## src/rtl/tlb_op_unit.sv

```systemverilog
// Joint TLB array with TLBP/TLBR/TLBWI/TLBWR execution and the CP0 Random register.
// Results are registered, so they appear one cycle after the op is sampled.
module tlb_op_unit #(
    parameter int NENTRIES = 16,
    parameter int IDXW     = $clog2(NENTRIES),
    parameter int PFNW     = 20
) (
    input  logic            clk,
    input  logic            reset,
    input  logic            op_valid,
    input  logic [1:0]      op_code,
    input  logic [31:0]     entryhi_in,
    input  logic [31:0]     entrylo0_in,
    input  logic [31:0]     entrylo1_in,
    input  logic [31:0]     index_in,
    input  logic [IDXW-1:0] wired,
    input  logic            wired_wr,
    output logic            resp_valid,
    output logic [31:0]     resp_index,
    output logic [31:0]     resp_entryhi,
    output logic [31:0]     resp_entrylo0,
    output logic [31:0]     resp_entrylo1,
    output logic [31:0]     random_out
);

    localparam logic [1:0] OP_TLBP  = 2'd0;
    localparam logic [1:0] OP_TLBR  = 2'd1;
    localparam logic [1:0] OP_TLBWR = 2'd3;
    // Stored EntryLo payload is {pfn, c, d, v}; G is kept once per entry.
    localparam int LOW = PFNW + 5;
    localparam logic [IDXW-1:0] RAND_TOP = IDXW'(NENTRIES - 1);

    logic [18:0]     vpn2_q [NENTRIES];
    logic [7:0]      asid_q [NENTRIES];
    logic            g_q    [NENTRIES];
    logic [LOW-1:0]  lo0_q  [NENTRIES];
    logic [LOW-1:0]  lo1_q  [NENTRIES];
    logic [IDXW-1:0] random_q;

    logic            hit_p0;
    logic [IDXW-1:0] hit_idx_p0;
    logic [IDXW-1:0] rd_idx_p0;
    logic [IDXW-1:0] wr_idx_p0;
    logic            do_write_p0;

    logic unused_bits;
    assign unused_bits = ^{entryhi_in[12:8], index_in[31:IDXW],
                           entrylo0_in[31:LOW+1], entrylo1_in[31:LOW+1]};

    // Stage p0: probe search and target selection, all combinational on the issued op
    always_comb begin
        hit_p0     = 1'b0;
        hit_idx_p0 = '0;
        // Scanning downwards lets the lowest matching index win.
        for (int i = NENTRIES - 1; i >= 0; i--) begin
            if (vpn2_q[i] == entryhi_in[31:13] &&
                (g_q[i] || asid_q[i] == entryhi_in[7:0])) begin
                hit_p0     = 1'b1;
                hit_idx_p0 = IDXW'(i);
            end
        end
    end

    assign rd_idx_p0   = index_in[IDXW-1:0];
    assign wr_idx_p0   = (op_code == OP_TLBWR) ? random_q : rd_idx_p0;
    assign do_write_p0 = op_valid && op_code[1];

    // Stage p1: array writes, registered responses and Random
    always_ff @(posedge clk) begin
        if (reset) begin
            for (int i = 0; i < NENTRIES; i++) begin
                vpn2_q[i] <= '0;
                asid_q[i] <= '0;
                g_q[i]    <= 1'b0;
                lo0_q[i]  <= '0;
                lo1_q[i]  <= '0;
            end
        end else if (do_write_p0) begin
            vpn2_q[wr_idx_p0] <= entryhi_in[31:13];
            asid_q[wr_idx_p0] <= entryhi_in[7:0];
            g_q[wr_idx_p0]    <= entrylo0_in[0] & entrylo1_in[0];
            lo0_q[wr_idx_p0]  <= entrylo0_in[LOW:1];
            lo1_q[wr_idx_p0]  <= entrylo1_in[LOW:1];
        end
    end

    always_ff @(posedge clk) begin
        if (reset) begin
            resp_valid    <= 1'b0;
            resp_index    <= '0;
            resp_entryhi  <= '0;
            resp_entrylo0 <= '0;
            resp_entrylo1 <= '0;
        end else begin
            resp_valid <= op_valid && !op_code[1];
            if (op_valid && op_code == OP_TLBP) begin
                resp_index <= hit_p0 ? 32'(hit_idx_p0) : 32'h8000_0000;
            end
            if (op_valid && op_code == OP_TLBR) begin
                resp_entryhi  <= {vpn2_q[rd_idx_p0], 5'b0, asid_q[rd_idx_p0]};
                resp_entrylo0 <= 32'({lo0_q[rd_idx_p0], g_q[rd_idx_p0]});
                resp_entrylo1 <= 32'({lo1_q[rd_idx_p0], g_q[rd_idx_p0]});
            end
        end
    end

    // A Wired value at or above the top pins Random at the top.
    always_ff @(posedge clk) begin
        if (reset || wired_wr || random_q <= wired) begin
            random_q <= RAND_TOP;
        end else begin
            random_q <= random_q - 1'b1;
        end
    end

    assign random_out = 32'(random_q);

endmodule
```

## config.mk

```make
export PLATFORM = sky130hd
export DESIGN_NAME = tlb_op_unit
export DESIGN_NICKNAME = d
export VERILOG_FILES = /design/src/rtl/tlb_op_unit.sv
export SDC_FILE = /design/constraint.sdc
export NUM_CORES = 2
export LEC_CHECK = 0
export ABC_AREA = 1
export CAP_MARGIN = 10
export CORE_MARGIN = 2
export CORE_UTILIZATION = 40
export DETAILED_ROUTE_END_ITERATION = 10
export SLEW_MARGIN = 0
export SYNTH_ARGS = -nofsm -noshare
export SYNTH_HDL_FRONTEND = slang
export SYNTH_SLANG_ARGS = --single-unit
```

## constraint.sdc

```tcl
create_clock -name clk -period 3.9 [get_ports clk]
set_input_delay 0.39 -clock clk [delete_from_list [all_inputs] [get_ports clk]]
set_output_delay 0.39 -clock clk [all_outputs]
set_load 0.005 [all_outputs]
```

; Word-level counts from Yosys, hierarchy flattened
; Memory sizes are Yosys's and may differ from the RTL's. A register that Yosys moved wholly into a read port is not among the register bits.
; Cells that the tools add are included.
[classes]
muxes = 54
multipliers = 0
div = 0
eq_ne = 34
n_bitwise = 1
shifts = 0
addsub = 1
reduce_logical = 45
magnitude_cmp = 1
[op_table]
columns = operator, count
row1 = 19-bit == test, 16
row2 = 8-bit == test, 16
row3 = 4-bit 2-to-1 mux, 22
row4 = 25-bit 2-to-1 mux, 2
row5 = 25-bit OR reduction, 2
row6 = 32-bit 2-to-1 mux, 1
row7 = 1-bit 2-to-1 mux, 27
row8 = 1-bit logical AND, 20
row9 = 19-bit 2-to-1 mux, 1
row10 = 19-bit OR reduction, 1
row11 = 1-bit logical OR, 18
row12 = 8-bit 2-to-1 mux, 1
row13 = 8-bit OR reduction, 1
row14 = 4-bit less-or-equal comparator, 1
row15 = 4-bit by 1-bit subtractor with 4-bit output (second input constant), 1
row16 = 2-bit by 1-bit == test with 1-bit output (second input constant), 1
row17 = 2-bit == test (second input constant), 1
row18 = 2-bit logical NOT, 1
row19 = 1-bit AND, 1
row20 = 1-bit logical NOT, 1
row21 = 1-bit OR reduction, 1
[totals]
latch_bits = 0
register_bits = 89
ram_bits = 1248
rom_bits = 0
wordCells = 146
n_memories = 5
in_bits = 138
[memory_table]
columns = name, depth, word_bits, rd, rd_clocked_by_memory_dff, wr, line_no
row1 = lo0_q, 16, 25, 1, 1, 16, 36  ; logic [LOW-1:0] lo0_q [NENTRIES];
row2 = lo1_q, 16, 25, 1, 1, 16, 37  ; logic [LOW-1:0] lo1_q [NENTRIES];
row3 = vpn2_q, 16, 19, 17, 1, 16, 33  ; logic [18:0] vpn2_q [NENTRIES];
row4 = asid_q, 16, 8, 17, 1, 16, 34  ; logic [7:0] asid_q [NENTRIES];
row5 = g_q, 16, 1, 17, 0, 16, 35  ; logic g_q [NENTRIES];

; Longest topological paths before layout
; An unclocked memory read counts as a cell.
[logic_depth]
ltp_word = 21
mapped_depth = 26
ltp_nobuf = 24

; Worst setup path before layout
; Ideal clock, no wire load.
[synth_timing]
path_type = input to register
from = input op_code[1]
to = memory asid_q[0][0], enable pin
required_ns = 3.461
path_buffers = 2
slack_ns = 0.084
t_arrival_ns = 3.378
cell_stages = 8
setup_ns = 0.439
path_cell_list = nand2_1 > o21ai_1 > inv_2 > nor3_2 > nand2_1 > clkbuf_1 > buf_2 > nand2_1
[synth_rtl]
columns = item, line_no
row1 = from (decl), 11  ; input logic [1:0] op_code,
row2 = to (decl), 34

==> summary.md <==
| Metric | Value |
|---|---|
| Post-synthesis sequential area ratio | between 60% and 70% |
| Gate Count Post-Synth | roughly 6.6k |
| Wire per inst | 24.70 µm |
| Post-synth cell types | 55 |
| Total Die Area | 163,600 µm² |
| Vias in the first global route | 47.13k |
| Core ar. | approximately 160,000 µm² |
| CTS tree | done |
| Placed Area | between 60,000 and 70,000 µm² |
| GP Congestion | around 0.93 |
| Synthesized area | 64,140 µm² |
| Switch share | 25.76% |
| Post-route clock period utilization | 70.76% |
| Cell taking the most area after synthesis | edfxtp_1 |
| Post-Syn Area per Cell | 9.715 µm² |
| Leak | 27.89 nW |
| Seq pwr share | 49.0% |
| Crit Path Max Fanout | between 40 and 50 |
| Top post-synthesis cells by area | edfxtp_1 (58%), nor2_1 (12%), o21ai_0 (6.4%), o22ai_1 (3.3%), dfxtp_1 (2.7%) |
| Tot GR Track Use | 25.97% |
| Initial Util | 40.40% |
| CP Class | in -> reg |
| Final Critical Period | about 2.8 ns |
| Pin count of the biggest net entering global routing | 195 |
| Gate power share | roughly a tenth |
| Fraction of registers with async set or reset after synthesis | 0% |
| Hold Vio Cnt, Final | 0 |
| Power, Total | 33.50 mW |
| PortBufs | 181 |
| Yosys warns | 0 |
| Hold_buf cts | 0 |
| Layout cell share with drive strength beyond 1 | around 7.1% |
| Final setup viols | 0 |
| Pwr per Cell Area | 460.5 nW/µm² |
| Worst Setup Start Kind | input port |
| Worst Path Required | 4.32 ns |
| Outcome | complete, no violations |
| Synthesized flop and latch total | 1,336 |
| Switching power | 8.629 mW |
| Clock Path Buffers | 3 |
| Commonest non-fill, non-tap cell in the layout | nor2_1 |
| Clk pwr share | 41.3% |
| DRC errors left | 0 |
| DRT iter0 DRCs | 5,957 |
| Post-CTS Resized | 0 |
| # clock sinks | between 1k and 1.5k |
| Inst Count DP | 8,469 |
| Util after Layout | 45.82% |
| Most frequent cells in the layout | nor2_1 (1,995), edfxtp_1 (1,248), o21ai_0 (819) |
| Slew HR | 27.47% |
| EDFF count, synth | 1,248 |
| # rows | 146 |
| Kind of end point of the critical path | register |
| Vias | 49.75k |
| Initial antenna violation count | 8 |
| I/O pins | about 300 |
| Die Wd | 404.4 µm |
| Area grow syn2layout | 13.42% |
| Clock root cell | clkbuf_16 |
| Max_cap viols | 0 |
| Final setup TNS | 0 ns |
| Worst-margin pin slew | 1.088 ns |
| Number of post-CTS setup repair buffers | 0 |
| CTS buffer count | 150 |
| HPWL reported at the end of detailed placement | 122,200 µm |
| Post-route ant nets | 0 |
| Inserted Diodes | 0 |
| Grt ovf | 0 |
| RSZ-0062 raised after global routing | no |
| Clock Latency Late Sink | 0.81 ns |
| Die height | 404.4 µm |
| Clock transition at path regs | 0.06 ns |
| Final Cell Area | around 73,000 µm² |
| Fmax | 362.4 MHz |
| Clock Skews | just under 0.04 ns |
| Final cell count without fillers | 8,745 |
| Fin. max-slew vios | 0 |
| Critical Path AT | between 3 and 4 ns |
| Top-area cell type share of the netlist area | approximately three fifths |
| DRT Wirelength | 216,000 µm |
| First-pass GRT wire length | about 320,000 µm |
| VDD IR max | 0.5164 mV |
| Min-Delay Path Class | in -> reg |
| Top FF cell, synth | edfxtp_1 |
| Vias per std cell | 5.688 |
| Fin nets | 6,692 |
| Power Internal | 24.87 mW |
| Clock H-tree levels | 4 |
| Pre-antenna DRT Iters | 5 |
[registers in the layout, indices dropped and copies added, names as in the netlist]
signal         count
vpn2_q           304
resp_entrylo1     26
lo0_q            400
lo1_q            400
resp_entryhi      27
resp_valid         1
random_q           4
g_q               16
resp_index         5
asid_q           128
resp_entrylo0     25
[worst max-delay path, cell delays in order]
cell	delay (ns)
clkdlybuf4s50_1	0.55
nand2_1	0.30
o21ai_1	0.47
inv_2	0.20
nor3_2	0.14
buf_4	0.20
nand2_4	0.08
nand2_4	0.06
buf_4	0.74
[final timing paths]
kind,from,to,slack [ns],depth (start not counted)
worst min-delay path,reset,resp_valid,0.14,3
worst max-delay path,op_code[0],vpn2_q[4][8],1.14,9
worst min register to register,resp_index[2],resp_index[2],0.47,2
worst max register to register,random_q[3],lo1_q[6][23],1.16,7
[synth_stat cells, types with 71 or more instances]
library cell and number:
edfxtp_1 1248, buf_4 102, nor2_1 1995, a21oi_1 159
dfxtp_1 88, xor2_1 143, nand2_1 354, xnor2_1 154
inv_1 359, o21ai_0 819, buf_2 71, o22ai_1 339
clkbuf_1 426
[layout make-up]
class | count | area, µm²
multi-input cells | 4316 | 20890
clock inverters | 80 | 747.0
clock buffers | 196 | 4009
repair buffers | 361 | 3807
flip-flops and latches | 1336 | 39240
well taps | 2072 | 2592
fillers | 14830 | 86000
inverters | 384 | 1463
[per-layer routing]
metal	vias to the layer above	track usage [%]	routed length, µm
li1	22230	-	-
met1	24470	35.41	87210
met2	2592	41.03	99460
met3	442	4.295	19980
met4	6	11.07	9281
met5	-	0	35
[kinds of logic (layout without fill, tap and decap cells)]
group,Yosys count,count (layout),synth area share [%]
buffers and inverters,1021,1021,7.052
muxes,2,2,0.03121
other,1,72,0.005847
AOI/OAI and AO/OA,1414,1414,12.22
xor gates and xnor gates,297,297,4.056
and+or+nand+nor,2526,2526,15.36
adders and majority gates,5,5,0.09754
DFF,1336,1336,61.18
[power by group through the flow]
stage,Clock (mW),Combinational [mW],Sequential (mW)
after global routing,14.5,3.51,16.5
after global placement,0,3.20,16.7
after detailed placement,0,3.23,16.7
after CTS,13.9,3.24,16.4
after floorplan,0,1.93,16.7
final,13.8,3.27,16.4
[stage by stage]
stage / hold slack, ns / worst slack [ns]
after floorplan: 0.4184 / 0.08362
after global placement: 0.4612 / 0.3881
after detailed placement: 0.4673 / 0.3412
after CTS: 0.1253 / 1.176
after global routing: 0.1629 / 0.9649
final: 0.1394 / 1.141
(Power assumes the default switching activity.)
